`config.mk`:
```
export PLATFORM = sky130hd
export DESIGN_NAME = elevador_planta_3pisos
export DESIGN_NICKNAME = d
export VERILOG_FILES = /design/src/rtl/elevador_planta_3pisos.sv
export SDC_FILE = /design/constraint.sdc
export NUM_CORES = 1
export LEC_CHECK = 0
export ABC_AREA = 0
export ABC_CLOCK_PERIOD_IN_PS = 6100
export CORE_ASPECT_RATIO = 1.5
export CORE_MARGIN = 3
export CORE_UTILIZATION = 55
export CTS_CLUSTER_DIAMETER = 50
export CTS_CLUSTER_SIZE = 10
export DETAILED_ROUTE_END_ITERATION = 12
export PLACE_DENSITY = 0.89
export SYNTH_ARGS = -nofsm -noshare
export SYNTH_HDL_FRONTEND = slang
export SYNTH_SLANG_ARGS = --single-unit
```
`constraint.sdc`:
```
create_clock -name clk -period 6.1 [get_ports clk]
set_input_delay 0.915 -clock clk [delete_from_list [all_inputs] [get_ports clk]]
set_output_delay 0.915 -clock clk [all_outputs]
set_load 0.03 [all_outputs]
```
`src/rtl/elevador_planta_3pisos.sv`:
```
// Plant model of a 3-floor elevator shaft: integrates mup/mdw motor commands into a cabin
// position and produces the floor-limit sensors and sticky protocol-fault flags.
module elevador_planta_3pisos #(
  parameter int unsigned TRAVEL_STEPS = 20,
  parameter int unsigned STEP_DIV     = 4,
  parameter int unsigned ZONE         = 2,
  parameter int unsigned INIT_FLOOR   = 0,
  parameter int unsigned POS_W        = 8
) (
  input  logic             clk,
  input  logic             reset,
  input  logic             mup,
  input  logic             mdw,
  output logic             f1,
  output logic             f2,
  output logic             f3,
  output logic [POS_W-1:0] pos,
  output logic             moving,
  output logic [2:0]       fault
);

  localparam int unsigned CNT_W = (STEP_DIV > 1) ? $clog2(STEP_DIV) : 1;

  localparam logic [POS_W-1:0] PosBot  = '0;
  localparam logic [POS_W-1:0] PosMid  = POS_W'(TRAVEL_STEPS);
  localparam logic [POS_W-1:0] PosTop  = POS_W'(2 * TRAVEL_STEPS);
  localparam logic [POS_W-1:0] PosInit = POS_W'(INIT_FLOOR * TRAVEL_STEPS);
  localparam logic [CNT_W-1:0] CntLast = CNT_W'(STEP_DIV - 1);

  typedef enum logic [1:0] {
    CmdIdle,
    CmdUp,
    CmdDown,
    CmdBoth
  } cmd_e;

  cmd_e             cmd;
  cmd_e             prev_q, prev_d;
  logic [POS_W-1:0] pos_q, pos_d;
  logic [CNT_W-1:0] cnt_q, cnt_d;
  logic [2:0]       fault_q, fault_d;
  logic             moving_q, moving_d;
  logic [2:0]       sens_q, sens_d;

  function automatic logic in_zone(input logic [POS_W-1:0] p, input logic [POS_W-1:0] c);
    logic [POS_W-1:0] d;
    d = (p >= c) ? (p - c) : (c - p);
    return d < POS_W'(ZONE);
  endfunction

  always_comb begin
    cmd = CmdIdle;
    unique case ({mup, mdw})
      2'b00: cmd = CmdIdle;
      2'b10: cmd = CmdUp;
      2'b01: cmd = CmdDown;
      2'b11: cmd = CmdBoth;
      default: cmd = CmdIdle;
    endcase
  end

  always_comb begin
    pos_d    = pos_q;
    cnt_d    = '0;
    fault_d  = fault_q;
    moving_d = 1'b0;
    prev_d   = cmd;

    unique case (cmd)
      CmdBoth: fault_d[0] = 1'b1;
      CmdUp: begin
        if (pos_q == PosTop) begin
          fault_d[1] = 1'b1;
        end else begin
          moving_d = 1'b1;
          // A reversal throws away whatever the opposite direction had accumulated.
          if (prev_q == CmdDown) begin
            cnt_d = '0;
          end else if (cnt_q == CntLast) begin
            pos_d = pos_q + POS_W'(1);
            cnt_d = '0;
          end else begin
            cnt_d = cnt_q + CNT_W'(1);
          end
        end
      end
      CmdDown: begin
        if (pos_q == PosBot) begin
          fault_d[2] = 1'b1;
        end else begin
          moving_d = 1'b1;
          if (prev_q == CmdUp) begin
            cnt_d = '0;
          end else if (cnt_q == CntLast) begin
            pos_d = pos_q - POS_W'(1);
            cnt_d = '0;
          end else begin
            cnt_d = cnt_q + CNT_W'(1);
          end
        end
      end
      default: ;
    endcase

    sens_d = {in_zone(pos_d, PosTop), in_zone(pos_d, PosMid), in_zone(pos_d, PosBot)};
  end

  always_ff @(posedge clk or negedge reset) begin
    if (!reset) begin
      pos_q    <= PosInit;
      cnt_q    <= '0;
      fault_q  <= 3'b000;
      moving_q <= 1'b0;
      prev_q   <= CmdIdle;
      sens_q   <= {INIT_FLOOR == 2, INIT_FLOOR == 1, INIT_FLOOR == 0};
    end else begin
      pos_q    <= pos_d;
      cnt_q    <= cnt_d;
      fault_q  <= fault_d;
      moving_q <= moving_d;
      prev_q   <= prev_d;
      sens_q   <= sens_d;
    end
  end

  assign pos    = pos_q;
  assign moving = moving_q;
  assign fault  = fault_q;
  assign f1     = sens_q[0];
  assign f2     = sens_q[1];
  assign f3     = sens_q[2];

endmodule

```
==> impl_table.tex <==
\begin{tabular}{lr}
\hline
Metric & Value \\
\hline
\multicolumn{2}{l}{\textbf{Logic synthesis}} \\
\quad Post-synth EDFFs & 0 \\
\quad Mean post-synth cell area & 8.07 sq um \\
\quad Post-Synthesis Net Count & 254 \\
\quad Synthesized instance count & 232 \\
\quad Netlist cell types & 60 \\
\quad Netlist area before placement & 1870 sq um \\
\quad Most instantiated flip-flop cell in the synthesis netlist & dfrtp\_1 \\
\quad Warnings, synthesis & 0 \\
\quad Register bit total from synthesis & 19 \\
\quad Share of synthesized flip-flops with an asynchronous set or reset & 100\% \\
\quad Proportion of synthesized chip area in sequential cells & 25.5\% \\
\multicolumn{2}{l}{\textbf{Clocking}} \\
\quad Post-CTS Setup Inserts & 0 \\
\quad Clock buffers created by TritonCTS & 3 \\
\quad Clock input transition at the sequential cells of the worst setup and hold paths & 0.07 ns \\
\quad Buffer type at the clock tree root & clkbuf\_8 \\
\quad H-tree levels & 1 \\
\quad Count of clock tree sinks & 19 \\
\quad Hold buffer count at CTS & 0 \\
\quad CTS tree & yes \\
\quad Insertion delay of the later-clocked pin in the worst-skew pair & 0.26 ns \\
\quad Clock tree buffer depth & 2 \\
\quad Number of instances resized during post-cts repair & 0 \\
\multicolumn{2}{l}{\textbf{STA}} \\
\quad Clock skew after layout & 0.00227 ns \\
\quad Min cycle time layout & 4.64 ns \\
\quad Final critical-path share of the clock period & 76.0\% \\
\quad Final setup margin & 1.46 ns \\
\quad Setup violation total in the final timing report & 0 \\
\quad Hold Fails Final Rpt & 0 \\
\quad Minimum hold slack & 0.446 ns \\
\quad Unrepaired setup endpoints after global routing & false \\
\quad Max Clock Freq & 216 MHz \\
\quad Slew of the pin with the lowest slew margin & 0.863 ns \\
\quad Worst relative slew slack & 42.3\% \\
\quad Total count of max-transition violations in the final report & 0 \\
\quad Total negative slack & 0 ns \\
\multicolumn{2}{l}{\textbf{Run status}} \\
\quad Outcome & finished clean \\
\multicolumn{2}{l}{\textbf{Worst setup path}} \\
\quad Setup CP Type & primary input to register \\
\quad Critical path cell sequence & clkdlybuf4s50\_1 > inv\_1 > ha\_1 > inv\_1 > or3\_1 > mux2i\_1 > nor3\_2 > inv\_1 > ha\_1 > nand2\_1 > nand3\_2 > nor3b\_1 > a221oi\_1 > a2111oi\_2 \\
\quad Number of buffers and inverters on the critical path & 4 \\
\quad Worst-path maximum fanout & 13 \\
\quad Sort of element at the start of the critical path & primary input \\
\quad Dominant delay contributor by cell family on the critical path & simple AND/OR/NAND/NOR gates \\
\quad Arr. time, crit path & 4.80 ns \\
\quad Critical Path Sink Type & register \\
\quad Critical path required time & 6.26 ns \\
\quad Crit-path max cell delay & 0.70 ns \\
\quad Critical path's most frequent cell & inv\_1 \\
\quad Highest-delay cell along the critical path & nor3\_2 \\
\multicolumn{2}{l}{\textbf{Floorplanning}} \\
\quad Core area & 3220 sq um \\
\quad Die Area & 4150 sq um \\
\quad Floorplan die height & 77.5 microns \\
\quad Top-Level Pins & 19 \\
\quad Die boundary width & 53.6 microns \\
\quad Core Rows & 25 \\
\quad Starting utilization of the core area & 58.1\% \\
\multicolumn{2}{l}{\textbf{Final layout}} \\
\quad Number of nets in the layout & 267 \\
\quad Leading cell type in the layout, fill and taps excluded & nor2\_1 \\
\quad Ratio of cells with drive above 1 in the final layout & 9.02\% \\
\quad Total area of sequential cells & 477 sq um \\
\quad Area growth syn-to-layout & 12.4\% \\
\quad Count of fill cells added during filler insertion & 276 \\
\quad Number of standard cells in the final layout excluding fillers & 284 \\
\quad Multi-input gate area & 1280 sq um \\
\quad Most frequent cells in the layout & nor2\_1, nand2\_1, ha\_1, dfrtp\_1, clkdlybuf4s50\_1 \\
\quad Final Util & 65.3\% \\
\quad Diode insertion count for antenna repair & 0 \\
\multicolumn{2}{l}{\textbf{Place}} \\
\quad Count of port buffers added during placement & 18 \\
\quad Worst slack, placed & 1.22 ns \\
\quad Dpl cells & 280 \\
\quad Final estimated routing congestion in global placement & 1.03 \\
\quad Placed wire-length estimate & 3.52 mm \\
\multicolumn{2}{l}{\textbf{Power}} \\
\quad Static leakage & 0.916 nW \\
\quad Power density over cell area & 143 nW/um\^{}2 \\
\quad Maximum VDD drop & 0.102 mV \\
\multicolumn{2}{l}{\textbf{GRT}} \\
\quad Via count of the first global-routing pass & 1,793 \\
\quad Aggregate global routing overflow & 0 \\
\quad Antenna violations before repair & 0 \\
\quad GR Util All Layers & 24.9\% \\
\quad First-pass GRT wire length & 7.91 mm \\
\quad Largest net degree at the start of global routing & 20 \\
\multicolumn{2}{l}{\textbf{Drt}} \\
\quad Post-DR wirelength/cell & 16.4 microns \\
\quad Detailed-route vias per instance & 6.49 \\
\quad Number of DRC markers after the initial detailed-route iteration & 90 \\
\quad Router iterations before antenna repair & 4 \\
\quad DRC viols & 0 \\
\quad Total detailed-routing wirelength & 4.66 mm \\
\quad Count of vias placed by the detailed router & 1,842 \\
\quad Remaining antenna violation count & 0 \\
\multicolumn{2}{l}{\textbf{Job}} \\
\quad Maximum capacitance violations & 0 \\
\multicolumn{2}{l}{\textbf{Min path}} \\
\quad Worst hold path class & register to register \\
\hline
\end{tabular}
==> cell usage after synthesis (5+ instances only) <==
library cell / count / area, sq um
nand2b_1: 5 / 31.3
a21oi_1: 10 / 50.1
o21ai_1: 5 / 25.0
dfrtp_1: 18 / 450
o21ai_0: 5 / 25.0
mux2i_1: 6 / 60.1
nand4_1: 5 / 31.3
nand2_1: 19 / 71.3
ha_1: 18 / 225
nor3_1: 9 / 45.0
nor4_1: 7 / 43.8
clkbuf_1: 9 / 33.8
inv_1: 14 / 52.6
nor2_1: 22 / 82.6
nand3_1: 10 / 50.1
==> logic make-up after synthesis <==
logic type	count (synthesis)	share of synthesized area (%)
AOI/OAI and AO/OA	54	22.1
and+or+nand+nor	100	27.9
adders and majority gates	18	12.0
muxes	8	4.41
buffers and inverters	29	6.28
xor gates and xnor gates	4	1.87
DFF	19	25.5
==> area by class of cell <==
type	count	share of cell area, %
multi-input cells	184	60.7
flip-flops and latches	19	22.7
repair buffers	19	8.92
inverters	18	3.21
well taps	40	2.38
clock buffers	4	2.14
==> power by group <==
part           leakage (nW)  internal [mW]  switching (mW)
Sequential            0.247          0.133         0.00536
Combinational         0.647         0.0268          0.0472
Clock                0.0228         0.0465          0.0425
Total                 0.916          0.206          0.0950
==> metrics by stage <==
stage / power [mW] / area (sq um)
final: 0.301 / 2100
after CTS: 0.301 / 2100
after global placement: 0.212 / 2060
after detailed placement: 0.214 / 2060
after floorplan: 0.193 / 1870
after global routing: 0.315 / 2100
==> sequential cells by signal (all words and copies together), names as in the netlist <==
name	flops
pos	8
fault	3
sens_q	3
cnt_q	2
prev_q	2
moving	1
==> routing by layer <==
metal | part of all wire, % | vias up | track usage (%)
li1 | - | 882 | -
met1 | 38 | 860 | 28.5
met2 | 53 | 85 | 42.5
met3 | 5.3 | 15 | 2.88
met4 | 3.4 | 0 | 14.1
met5 | 0 | - | 0
==> worst paths after layout <==
check	slack, ns	end	startpoint	cells after the start
worst max-delay path	1.46	sens_q[2]	mup	14
worst min-delay path	0.45	cnt_q[0]	cnt_q[0]	1
worst max register to register	2.01	sens_q[2]	pos[0]	13
worst min register to register	0.45	cnt_q[0]	cnt_q[0]	1
max in group asynchronous	4.43	prev_q[0]	reset	1
min in group asynchronous	1.14	cnt_q[0]	reset	1
==> worst reg2reg max path, stage by stage, from the launching register on <==
cell and delay [ns]:
dfrtp_1 0.49, inv_1 0.15, ha_1 0.20, or3b_1 0.50
nor2_1 0.28, nor4_1 0.09, nor3_2 0.70, inv_1 0.35
ha_1 0.32, nand2_1 0.08, nand3_2 0.09, nor3b_1 0.23
a221oi_1 0.13, a2111oi_2 0.37
(Power assumes the default switching activity.)
